`config.mk`:
```
export PLATFORM = sky130hd
export DESIGN_NAME = three_of_five_voter_flat
export DESIGN_NICKNAME = d
export VERILOG_FILES = /design/src/rtl/three_of_five_voter_if.sv /design/src/rtl/three_of_five_voter.sv /design/src/flat_wrapper.sv
export SDC_FILE = /design/constraint.sdc
export NUM_CORES = 1
export LEC_CHECK = 0
export ABC_AREA = 1
export CAP_MARGIN = 20
export CORE_MARGIN = 2
export CORE_UTILIZATION = 40
export DETAILED_ROUTE_END_ITERATION = 10
export HOLD_SLACK_MARGIN = 0.15
export MAX_ROUTING_LAYER = met4
export PLACE_DENSITY = 0.71
export SYNTH_ARGS = -nofsm -noshare
export SYNTH_HDL_FRONTEND = slang
export SYNTH_SLANG_ARGS = --single-unit
```
`constraint.sdc`:
```
create_clock -name clk -period 1.8 [get_ports clk]
set_input_delay 0.27 -clock clk [delete_from_list [all_inputs] [get_ports clk]]
set_output_delay 0.27 -clock clk [all_outputs]
set_load 0.01 [all_outputs]
```
`src/rtl/three_of_five_voter_if.sv`:
```
// Signal bundle for three_of_five_voter; the fault field exists only when
// THREE_OF_FIVE_FAULT_EN is defined.
interface three_of_five_voter_if #(
  parameter int unsigned CNT_W = 16
);
  logic             valid_in;
  logic             in_1;
  logic             in_2;
  logic             in_3;
  logic             in_4;
  logic             in_5;
  logic             out;
  logic             valid_out;
  logic [2:0]       count;
  logic             unanimous;
  logic [4:0]       dissent;
  logic [CNT_W-1:0] dissent_cnt;
`ifdef THREE_OF_FIVE_FAULT_EN
  logic [4:0]       fault;
`endif

  modport master (
    output valid_in, in_1, in_2, in_3, in_4, in_5,
    input  out, valid_out, count, unanimous, dissent, dissent_cnt
`ifdef THREE_OF_FIVE_FAULT_EN
    , fault
`endif
  );

  modport slave (
    input  valid_in, in_1, in_2, in_3, in_4, in_5,
    output out, valid_out, count, unanimous, dissent, dissent_cnt
`ifdef THREE_OF_FIVE_FAULT_EN
    , fault
`endif
  );
endinterface

```
`src/rtl/three_of_five_voter.sv`:
```
// Registered 5-input threshold voter with pop-count, unanimity, dissent mask and
// saturating dissent counter. Define THREE_OF_FIVE_FAULT_EN for sticky per-input fault flags.
module three_of_five_voter #(
  parameter int unsigned THRESHOLD   = 3,
  parameter int unsigned CNT_W       = 16,
  parameter int unsigned FAULT_LIMIT = 4
) (
  input logic                   clk,
  input logic                   rst,
  three_of_five_voter_if.slave  bus
);

  if (THRESHOLD < 1 || THRESHOLD > 5) begin : g_bad_threshold
    $fatal(1, "three_of_five_voter: THRESHOLD must be in 1..5");
  end

  localparam logic [2:0] THR = 3'(THRESHOLD);

  logic [4:0]       samp;
  logic [2:0]       pc;
  logic             vote;
  logic [4:0]       dis;

  logic             out_q;
  logic             valid_q;
  logic [2:0]       count_q;
  logic             unan_q;
  logic [4:0]       dissent_q;
  logic [CNT_W-1:0] dcnt_q;

  assign samp = {bus.in_5, bus.in_4, bus.in_3, bus.in_2, bus.in_1};

  always_comb begin
    pc   = 3'(samp[0]) + 3'(samp[1]) + 3'(samp[2]) + 3'(samp[3]) + 3'(samp[4]);
    vote = (pc >= THR);
    dis  = samp ^ {5{vote}};
  end

  always_ff @(posedge clk or posedge rst) begin
    if (rst) begin
      out_q     <= 1'b0;
      valid_q   <= 1'b0;
      count_q   <= '0;
      unan_q    <= 1'b0;
      dissent_q <= '0;
      dcnt_q    <= '0;
    end else begin
      valid_q <= bus.valid_in;
      if (bus.valid_in) begin
        out_q     <= vote;
        count_q   <= pc;
        unan_q    <= (pc == 3'd0) || (pc == 3'd5);
        dissent_q <= dis;
        // Saturate at all-ones instead of wrapping.
        if ((|dis) && (dcnt_q != '1)) begin
          dcnt_q <= dcnt_q + 1'b1;
        end
      end
    end
  end

  assign bus.out         = out_q;
  assign bus.valid_out   = valid_q;
  assign bus.count       = count_q;
  assign bus.unanimous   = unan_q;
  assign bus.dissent     = dissent_q;
  assign bus.dissent_cnt = dcnt_q;

`ifdef THREE_OF_FIVE_FAULT_EN
  localparam int unsigned FW = $clog2(FAULT_LIMIT + 1);
  localparam logic [FW-1:0] FL   = FW'(FAULT_LIMIT);
  localparam logic [FW-1:0] FLM1 = FW'(FAULT_LIMIT - 1);

  logic [FW-1:0] fcnt [5];
  logic [4:0]    fault_q;

  // Fault sets on the same edge the run length reaches FAULT_LIMIT.
  always_ff @(posedge clk or posedge rst) begin
    if (rst) begin
      for (int unsigned k = 0; k < 5; k++) begin
        fcnt[k] <= '0;
      end
      fault_q <= '0;
    end else if (bus.valid_in) begin
      for (int unsigned k = 0; k < 5; k++) begin
        if (dis[k]) begin
          if (fcnt[k] != FL) begin
            fcnt[k] <= fcnt[k] + 1'b1;
          end
          if (fcnt[k] >= FLM1) begin
            fault_q[k] <= 1'b1;
          end
        end else begin
          fcnt[k] <= '0;
        end
      end
    end
  end

  assign bus.fault = fault_q;
`endif

endmodule

```
`src/flat_wrapper.sv`:
```
// flat-port wrapper written by rule: the top's interface ports become plain ports
module three_of_five_voter_flat 
#(
  parameter int unsigned THRESHOLD   = 3,
  parameter int unsigned CNT_W       = 16,
  parameter int unsigned FAULT_LIMIT = 4
)
  (clk, rst, bus_valid_in, bus_in_1, bus_in_2, bus_in_3, bus_in_4, bus_in_5, bus_out, bus_valid_out, bus_count, bus_unanimous, bus_dissent, bus_dissent_cnt);
  three_of_five_voter_if #(.CNT_W(CNT_W)) bus_i ();
  input logic clk;
  input logic rst;
  input wire logic [$bits(bus_i.valid_in)-1:0] bus_valid_in;
  input wire logic [$bits(bus_i.in_1)-1:0] bus_in_1;
  input wire logic [$bits(bus_i.in_2)-1:0] bus_in_2;
  input wire logic [$bits(bus_i.in_3)-1:0] bus_in_3;
  input wire logic [$bits(bus_i.in_4)-1:0] bus_in_4;
  input wire logic [$bits(bus_i.in_5)-1:0] bus_in_5;
  output wire logic [$bits(bus_i.out)-1:0] bus_out;
  output wire logic [$bits(bus_i.valid_out)-1:0] bus_valid_out;
  output wire logic [$bits(bus_i.count)-1:0] bus_count;
  output wire logic [$bits(bus_i.unanimous)-1:0] bus_unanimous;
  output wire logic [$bits(bus_i.dissent)-1:0] bus_dissent;
  output wire logic [$bits(bus_i.dissent_cnt)-1:0] bus_dissent_cnt;
  assign bus_i.valid_in = bus_valid_in;
  assign bus_i.in_1 = bus_in_1;
  assign bus_i.in_2 = bus_in_2;
  assign bus_i.in_3 = bus_in_3;
  assign bus_i.in_4 = bus_in_4;
  assign bus_i.in_5 = bus_in_5;
  assign bus_out = bus_i.out;
  assign bus_valid_out = bus_i.valid_out;
  assign bus_count = bus_i.count;
  assign bus_unanimous = bus_i.unanimous;
  assign bus_dissent = bus_i.dissent;
  assign bus_dissent_cnt = bus_i.dissent_cnt;
  three_of_five_voter #(.THRESHOLD(THRESHOLD), .CNT_W(CNT_W), .FAULT_LIMIT(FAULT_LIMIT)) u_core (.clk(clk), .rst(rst), .bus(bus_i));
endmodule
```
==> results of run 1 <==
==> power by group through the flow <==
stage,Clock [mW],Combinational (mW),Sequential [mW]
2_1_floorplan,0,0.316,0.846
3_3_place_gp,0,0.727,0.807
3_5_place_dp,0,0.742,0.806
4_1_cts,0.355,0.842,0.796
5_1_grt,0.381,1.02,0.810
6_report,0.342,0.946,0.798
==> final cells by class <==
type,instances,area (sq um),area share [%]
Clock buffer,4,45.0,1.80
Tap cell,50,62.6,2.50
Inverter,20,77.6,3.10
Sequential cell,27,676,27.0
Multi-Input combinational cell,168,1010,40.4
Timing Repair Buffer,66,633,25.3
==> worst max-delay path: cells and delay by family <==
kind / cells / cell delay, ns
and+or+nand+nor: 9 / 0.75
buffers and inverters: 4 / 0.33
adders and majority gates: 4 / 1.43
==> state kept, by name, indices dropped and copies added, names as in the netlist <==
name,flops
u_core.bus.dissent_cnt,16
u_core.bus.valid_out,1
u_core.bus.count,3
u_core.bus.out,1
u_core.bus.unanimous,1
u_core.bus.dissent,5
==> per-layer routing <==
| layer | routed length [um] | up-vias | GRT usage (%) |
|---|---|---|---|
| met5 | 0 | - | - |
| met4 | 58 | 0 | 5.36 |
| met3 | 107 | 7 | 1.67 |
| met2 | 2170 | 33 | 35.1 |
| met1 | 1830 | 783 | 22.7 |
| li1 | - | 829 | - |
==> timing repair <==
action	in CTS	in global routing
resized for setup	39	20
gates cloned	1	1
endpoints found under the setup margin	26	25
pin swaps	20	18
buffers inserted	5	3
==> path summary, 6_finish.rpt <==
| check | startpoint | to | slack, ns |
|---|---|---|---|
| setup reg to reg | u_core.bus.dissent_cnt[1]$_DFFE_PP0P_ | u_core.bus.dissent_cnt[7]$_DFFE_PP0P_ | 0.13 |
| max in group asynchronous | rst | u_core.bus.dissent_cnt[4]$_DFFE_PP0P_ | 1.20 |
| min in group clk | bus_in_1 | u_core.bus.dissent[0]$_DFFE_PP0P_ | 0.48 |
| hold / removal | rst | u_core.bus.count[1]$_DFFE_PP0P_ | 0.35 |
| setup / recovery | bus_in_1 | u_core.bus.dissent_cnt[7]$_DFFE_PP0P_ | -0.82 |
| hold reg to reg | u_core.bus.count[1]$_DFFE_PP0P_ | u_core.bus.count[1]$_DFFE_PP0P_ | 0.49 |
==> cell usage in the layout, fill, tap and decap left out, drive strengths merged <==
master,synthesis,final
nand4,5,5
clkdlybuf4s50,0,30
a21oi,2,2
inv,20,20
ha,3,3
nand3,26,26
nor2,25,25
clkdlybuf4s15,0,1
o211ai,1,1
nand2,88,89
dlygate4sd2,0,1
o21ai,4,4
a31oi,3,3
xnor2,5,5
fa,2,2
xor2,3,3
buf,4,34
clkbuf,0,4
dfrtp,27,27
==> cells by family after synthesis <==
| group | after synthesis |
|---|---|
| buffers and inverters | 24 |
| adder cells (fa/ha/maj) | 5 |
| flip-flops | 27 |
| XOR/XNOR | 8 |
| AND/OR/NAND/NOR | 144 |
| AO/OA/AOI/OAI | 10 |
==> results.ini, run 1 <==
[pwr]
vdd_drop_max_uv = 424
p_int_mw = 1.36
seq_power_share_pct = 38.3
fin_total_pwr_mw = 2.09
switching_power_uw = 722
switching_share_pct = 34.6
pwr_density_cell_mw_per_mm2 = 833
clkPwrFrac_pct = 16.4
p_leak_nw = 1.16
p_comb_share_pct = 45.4

[placement]
gp_congestion = 0.915
dp_slack_ns = -1.48
hpwlAfterDp_um = 2840
dp.cells = 322
placed_cell_area_sq_mm = 0.00219
port_buffers = 34

[logic_synthesis]
synth_edf_count = 0
synthMuxAreaShare_pct = 0
ys_types = 22
synth_area_leader_cell = dfrtp_1
synth_area_sq_mm = 0.00160
syn_inst = 218
synth-simple-area-share_pct = 38.7
synth_ff_type = dfrtp_1
synth_async_sr_flop_share_pct = 100
yosysWarningCount = 0
synth_xor_area_share_pct = 4.37
synth_common_cells = 84 x nand2_1, 27 x dfrtp_1, 26 x nand3_1
synth_top_family_by_area = simple AND/OR/NAND/NOR gates
synth_compound_area_share_pct = 3.51
synth_nets = 231
synth_top_area_share_pct = 42.1
avgSynthCellArea_sq_um = 7.36
synth.most_common_cell = nand2_1
yosys_register_bits = 27
synth_area_leaders = dfrtp_1 42%, nand2_1 20%, nand3_1 8.1%, nor2_1 5.4%, inv_1 4.4%
yosysSeqAreaShare_pct = 42.1
synth_fa_ha_area_share_pct = 4.84

[routing]
totalWireLength_um = 4170
vias_per_cell = 4.93
drtIter0Drc = 68
avgRoutedWirePerCell_um = 12.4
postRouteAntennaNets = 0
first_pass_iters = 4
route.vias.total = 1652
route.detailed.drc = 0

[timing]
finalMaxSlewViolations = 0
relSlewSlack_pct = 77.2
period_needed_ns = 2.62
finalClockSkew_ns = 0.00342
max_freq_ghz = 0.382
rsz0062_at_grt = true
timing.hold.ws_ns = 0.350
setup_violations = 24
postLayoutSetupSlackWorst_ns = -0.821
finalHoldViolations = 0
worst-slew-pin-transition_ns = 0.342
fin_crit_sh_pct = 146
setup_tns_ns = -15.87

[layout]
nets = 299
drive_gt1_share_pct = 28.1
areaGrowthSynthToFinish_pct = 56.2
fill_cells = 355
final_design_area_no_fill_sq_mm = 0.00250
diodes = 0
final_util_pct = 63.5
instances_no_fill = 335

[global_route]
grt_first_pass_wirelength_um = 6610
antenna_found_initial = 0
grt_usage_pct = 19.3
grt_max_degree = 28
overflow = 0
grt_pass1_vias = 1564

[critical_path]
max_stage_delay_ns = 0.56
worst_ep_required_time_ns = 1.97
path_cells = buf_8 > ha_4 > inv_2 > fa_1 > inv_1 > ha_2 > fa_2 > nand2_4 > nand2_4 > nand2_2 > nand2_2 > nand2_2 > nor2_4 > nand2_8 > buf_12 > nand3_2 > nand2_1
crit_type = in2reg
timing.critical_path.mode_cell = nand2_2
worstSetupStartpointType = primary input
critPathArrivalTime_ns = 2.79
critPathCaptureType = flop
ff2ff_path_depth = 9
crit_fanout = 7
cp_slowest_cell = fa_2

[outcome]
violations = negative setup slack
status = finished with violations

[clocking]
path_clk_slew_ns = 0.09
clock_latency_ns = 0.27
cts_root_buf = clkbuf_8
cts_tree = yes
cts_buffer_depth = 2
htree_num_levels = 1
cts_inserted_buffers = 3
clock-sinks = 27
ctsHoldBuffers = 0

[floorplanning]
initial_core_util_pct = 40.7
die_h_um = 67.3
fp-row-count = 23
ios = 35
core-area_sq_mm = 0.00394
die_x_um = 67.3
dieArea_sq_mm = 0.00453

[hold_path]
hold_path_class = in2async

[job]
cap_violations = 0

No activity file was read; power rests on OpenSTA's default activity.
==> run 2: changes to the inputs <==
--- a/config.mk
+++ b/config.mk
@@ -10,9 +10,8 @@
 export CORE_MARGIN = 2
 export CORE_UTILIZATION = 40
 export DETAILED_ROUTE_END_ITERATION = 10
-export HOLD_SLACK_MARGIN = 0.15
 export MAX_ROUTING_LAYER = met4
-export PLACE_DENSITY = 0.71
+export PLACE_DENSITY = 0.77
 export SYNTH_ARGS = -nofsm -noshare
 export SYNTH_HDL_FRONTEND = slang
 export SYNTH_SLANG_ARGS = --single-unit
==> results.ini, run 2 (synthesis gave the netlist of run 1 again) <==
[timing]
finalHoldViolations = 0  ; unchanged
postLayoutSetupSlackWorst_ns = -0.864  ; -0.0430 ns
worst-slew-pin-transition_ns = 0.457  ; +0.114 ns
setup_violations = 24  ; unchanged
setup_tns_ns = -16.58  ; -0.716 ns
relSlewSlack_pct = 69.5  ; -7.7 points
rsz0062_at_grt = true
finalMaxSlewViolations = 0  ; unchanged
finalClockSkew_ns = 0.00687  ; +0.00345 ns
max_freq_ghz = 0.375  ; -1.6%
period_needed_ns = 2.66  ; +0.0430 ns
fin_crit_sh_pct = 148  ; +2.4 points

[routing]
totalWireLength_um = 4340  ; +4.2%
vias_per_cell = 4.90  ; -0.70%
first_pass_iters = 5  ; +1
drtIter0Drc = 123  ; +81%
route.detailed.drc = 0  ; unchanged
route.vias.total = 1660  ; +0.48%
avgRoutedWirePerCell_um = 12.8  ; +3.0%
postRouteAntennaNets = 0  ; unchanged

[floorplanning]
core-area_sq_mm = 0.00394  ; unchanged
die_x_um = 67.3  ; unchanged
fp-row-count = 23  ; unchanged
initial_core_util_pct = 40.7  ; unchanged
dieArea_sq_mm = 0.00453  ; unchanged
ios = 35  ; unchanged
die_h_um = 67.3  ; unchanged

[critical_path]
critPathArrivalTime_ns = 2.87  ; +0.08 ns
crit_fanout = 7  ; unchanged
crit_type = in2reg
ff2ff_path_depth = 9  ; unchanged
r2r_end = u_core.bus.dissent_cnt[8]$_DFFE_PP0P_
worst_ep_required_time_ns = 2.00  ; +0.03 ns
worstSetupStartpointType = primary input
critPathCaptureType = flop
rrSetupSlack_ns = 0.02  ; -0.11 ns
r2r_start = u_core.bus.dissent_cnt[1]$_DFFE_PP0P_

[hold_path]
hold_path_class = in2async

[placement]
hpwlAfterDp_um = 2840  ; +0.19%
gp_congestion = 0.860  ; -6.0%
port_buffers = 34  ; unchanged
dp.cells = 323  ; +0.31%

[clocking]
cts_buffer_depth = 2  ; unchanged
clock-sinks = 27  ; unchanged
cts_root_buf = clkbuf_8
cts_inserted_buffers = 3  ; unchanged
path_clk_slew_ns = 0.09  ; about the same
cts_tree = yes
ctsHoldBuffers = 0  ; unchanged
htree_num_levels = 1  ; unchanged
clock_latency_ns = 0.27  ; about the same

[global_route]
grt_pass1_vias = 1612  ; +3.1%
grt_usage_pct = 20.4  ; +1.1 points
overflow = 0  ; unchanged
grt_first_pass_wirelength_um = 6980  ; +5.5%
grt_max_degree = 28  ; unchanged
antenna_found_initial = 0  ; unchanged

[layout]
diodes = 0  ; unchanged
final_common_cell = nand2_1
final_cell_mix = 77 x nand2_1, 30 x clkdlybuf4s50_1, 29 x buf_4
instances_no_fill = 339  ; +1.2%
regArea_sq_um = 676  ; unchanged
multi_input_area_sq_um = 956  ; -5.4%
drive_gt1_share_pct = 27.3  ; -0.73 points
areaGrowthSynthToFinish_pct = 56.3  ; about the same
largest_reg_flops = 16  ; unchanged
fill_cells = 334  ; -5.9%
nets = 303  ; +1.3%

[outcome]
violations = negative setup slack
status = finished with violations

[job]
cap_violations = 0  ; unchanged

[pwr]
vdd_drop_max_uv = 424  ; about the same
pwr_density_cell_mw_per_mm2 = 846  ; +1.5%
p_leak_nw = 1.20  ; +3.1%

[run 2: cell types whose count changed in the layout (fill, tap and decap cells not counted), moves of 2 or more]
cell	before	now
o21ai_2	0	2
buf_4	26	29
o21ai_1	2	0
nand3_1	10	15
nand3_2	16	11
[run 2: worst max-delay path by stage]
| stage | from | endpoint | slack (ns) | depth (start not counted) |
|---|---|---|---|---|
| finish | bus_in_1 | u_core.bus.dissent[0]$_DFFE_PP0P_ | -0.86 | 16 |
| global route | bus_in_1 | u_core.bus.dissent[0]$_DFFE_PP0P_ | -0.93 | 17 |
| CTS | bus_in_2 | u_core.bus.dissent_cnt[8]$_DFFE_PP0P_ | -0.91 | 17 |
| detailed placement | bus_in_2 | u_core.bus.dissent_cnt[6]$_DFFE_PP0P_ | -1.48 | 17 |
| global placement | bus_in_1 | u_core.bus.dissent_cnt[5]$_DFFE_PP0P_ | -1.41 | 17 |
| floorplan | bus_in_1 | u_core.bus.dissent_cnt[0]$_DFFE_PP0P_ | -0.86 | 17 |
[run 2: per-stage QoR]
step	total power, mW	worst slack, ns	hold slack, ns	utilization (%)	cell area (sq um)
after floorplan	1.16	-0.863	0.301	-	1630
final	2.12	-0.864	0.347	63.6	2510
after global placement	1.54	-1.41	0.467	56.0	2210
after detailed placement	1.56	-1.48	0.467	56.0	2210
after CTS	2.05	-0.911	0.362	61.8	2440
after global routing	2.24	-0.925	0.399	63.6	2510
[run 2: repair_timing]
item                                    4_1_cts  5_1_grt
setup buffers                                 9        2
pin swaps                                    25       16
gates cloned                                  1        0
resized for setup                            37       17
endpoints found under the setup margin       26       25
[run 2: cell type report]
type / count / share of cell area, %
Inverter: 20 / 3.09
Timing Repair Buffer: 71 / 27.5
Clock buffer: 4 / 1.80
Tap cell: 50 / 2.50
Sequential cell: 27 / 26.9
Multi-Input combinational cell: 167 / 38.1
[run 2: report_power, final]
group	internal, mW	switching [mW]
clock	0.159	0.188
sequential	0.704	0.0929
combinational	0.531	0.445
total	1.39	0.726
[run 2: worst max-delay path: stages]
cell,delay [ns]
buf_8,0.10
ha_4,0.25
inv_2,0.03
fa_1,0.46
inv_1,0.04
ha_2,0.16
fa_2,0.55
nand2_4,0.09
nand3_2,0.08
nand2_2,0.07
buf_4,0.14
buf_4,0.12
buf_4,0.13
buf_4,0.12
buf_4,0.13
o21ai_2,0.10
[run 2: metal layers]
metal	global-route usage, %	part of all wire [%]
met1	23.9	43
met2	37.3	53
met3	2.33	3.2
met4	5.10	0.71
met5	-	0
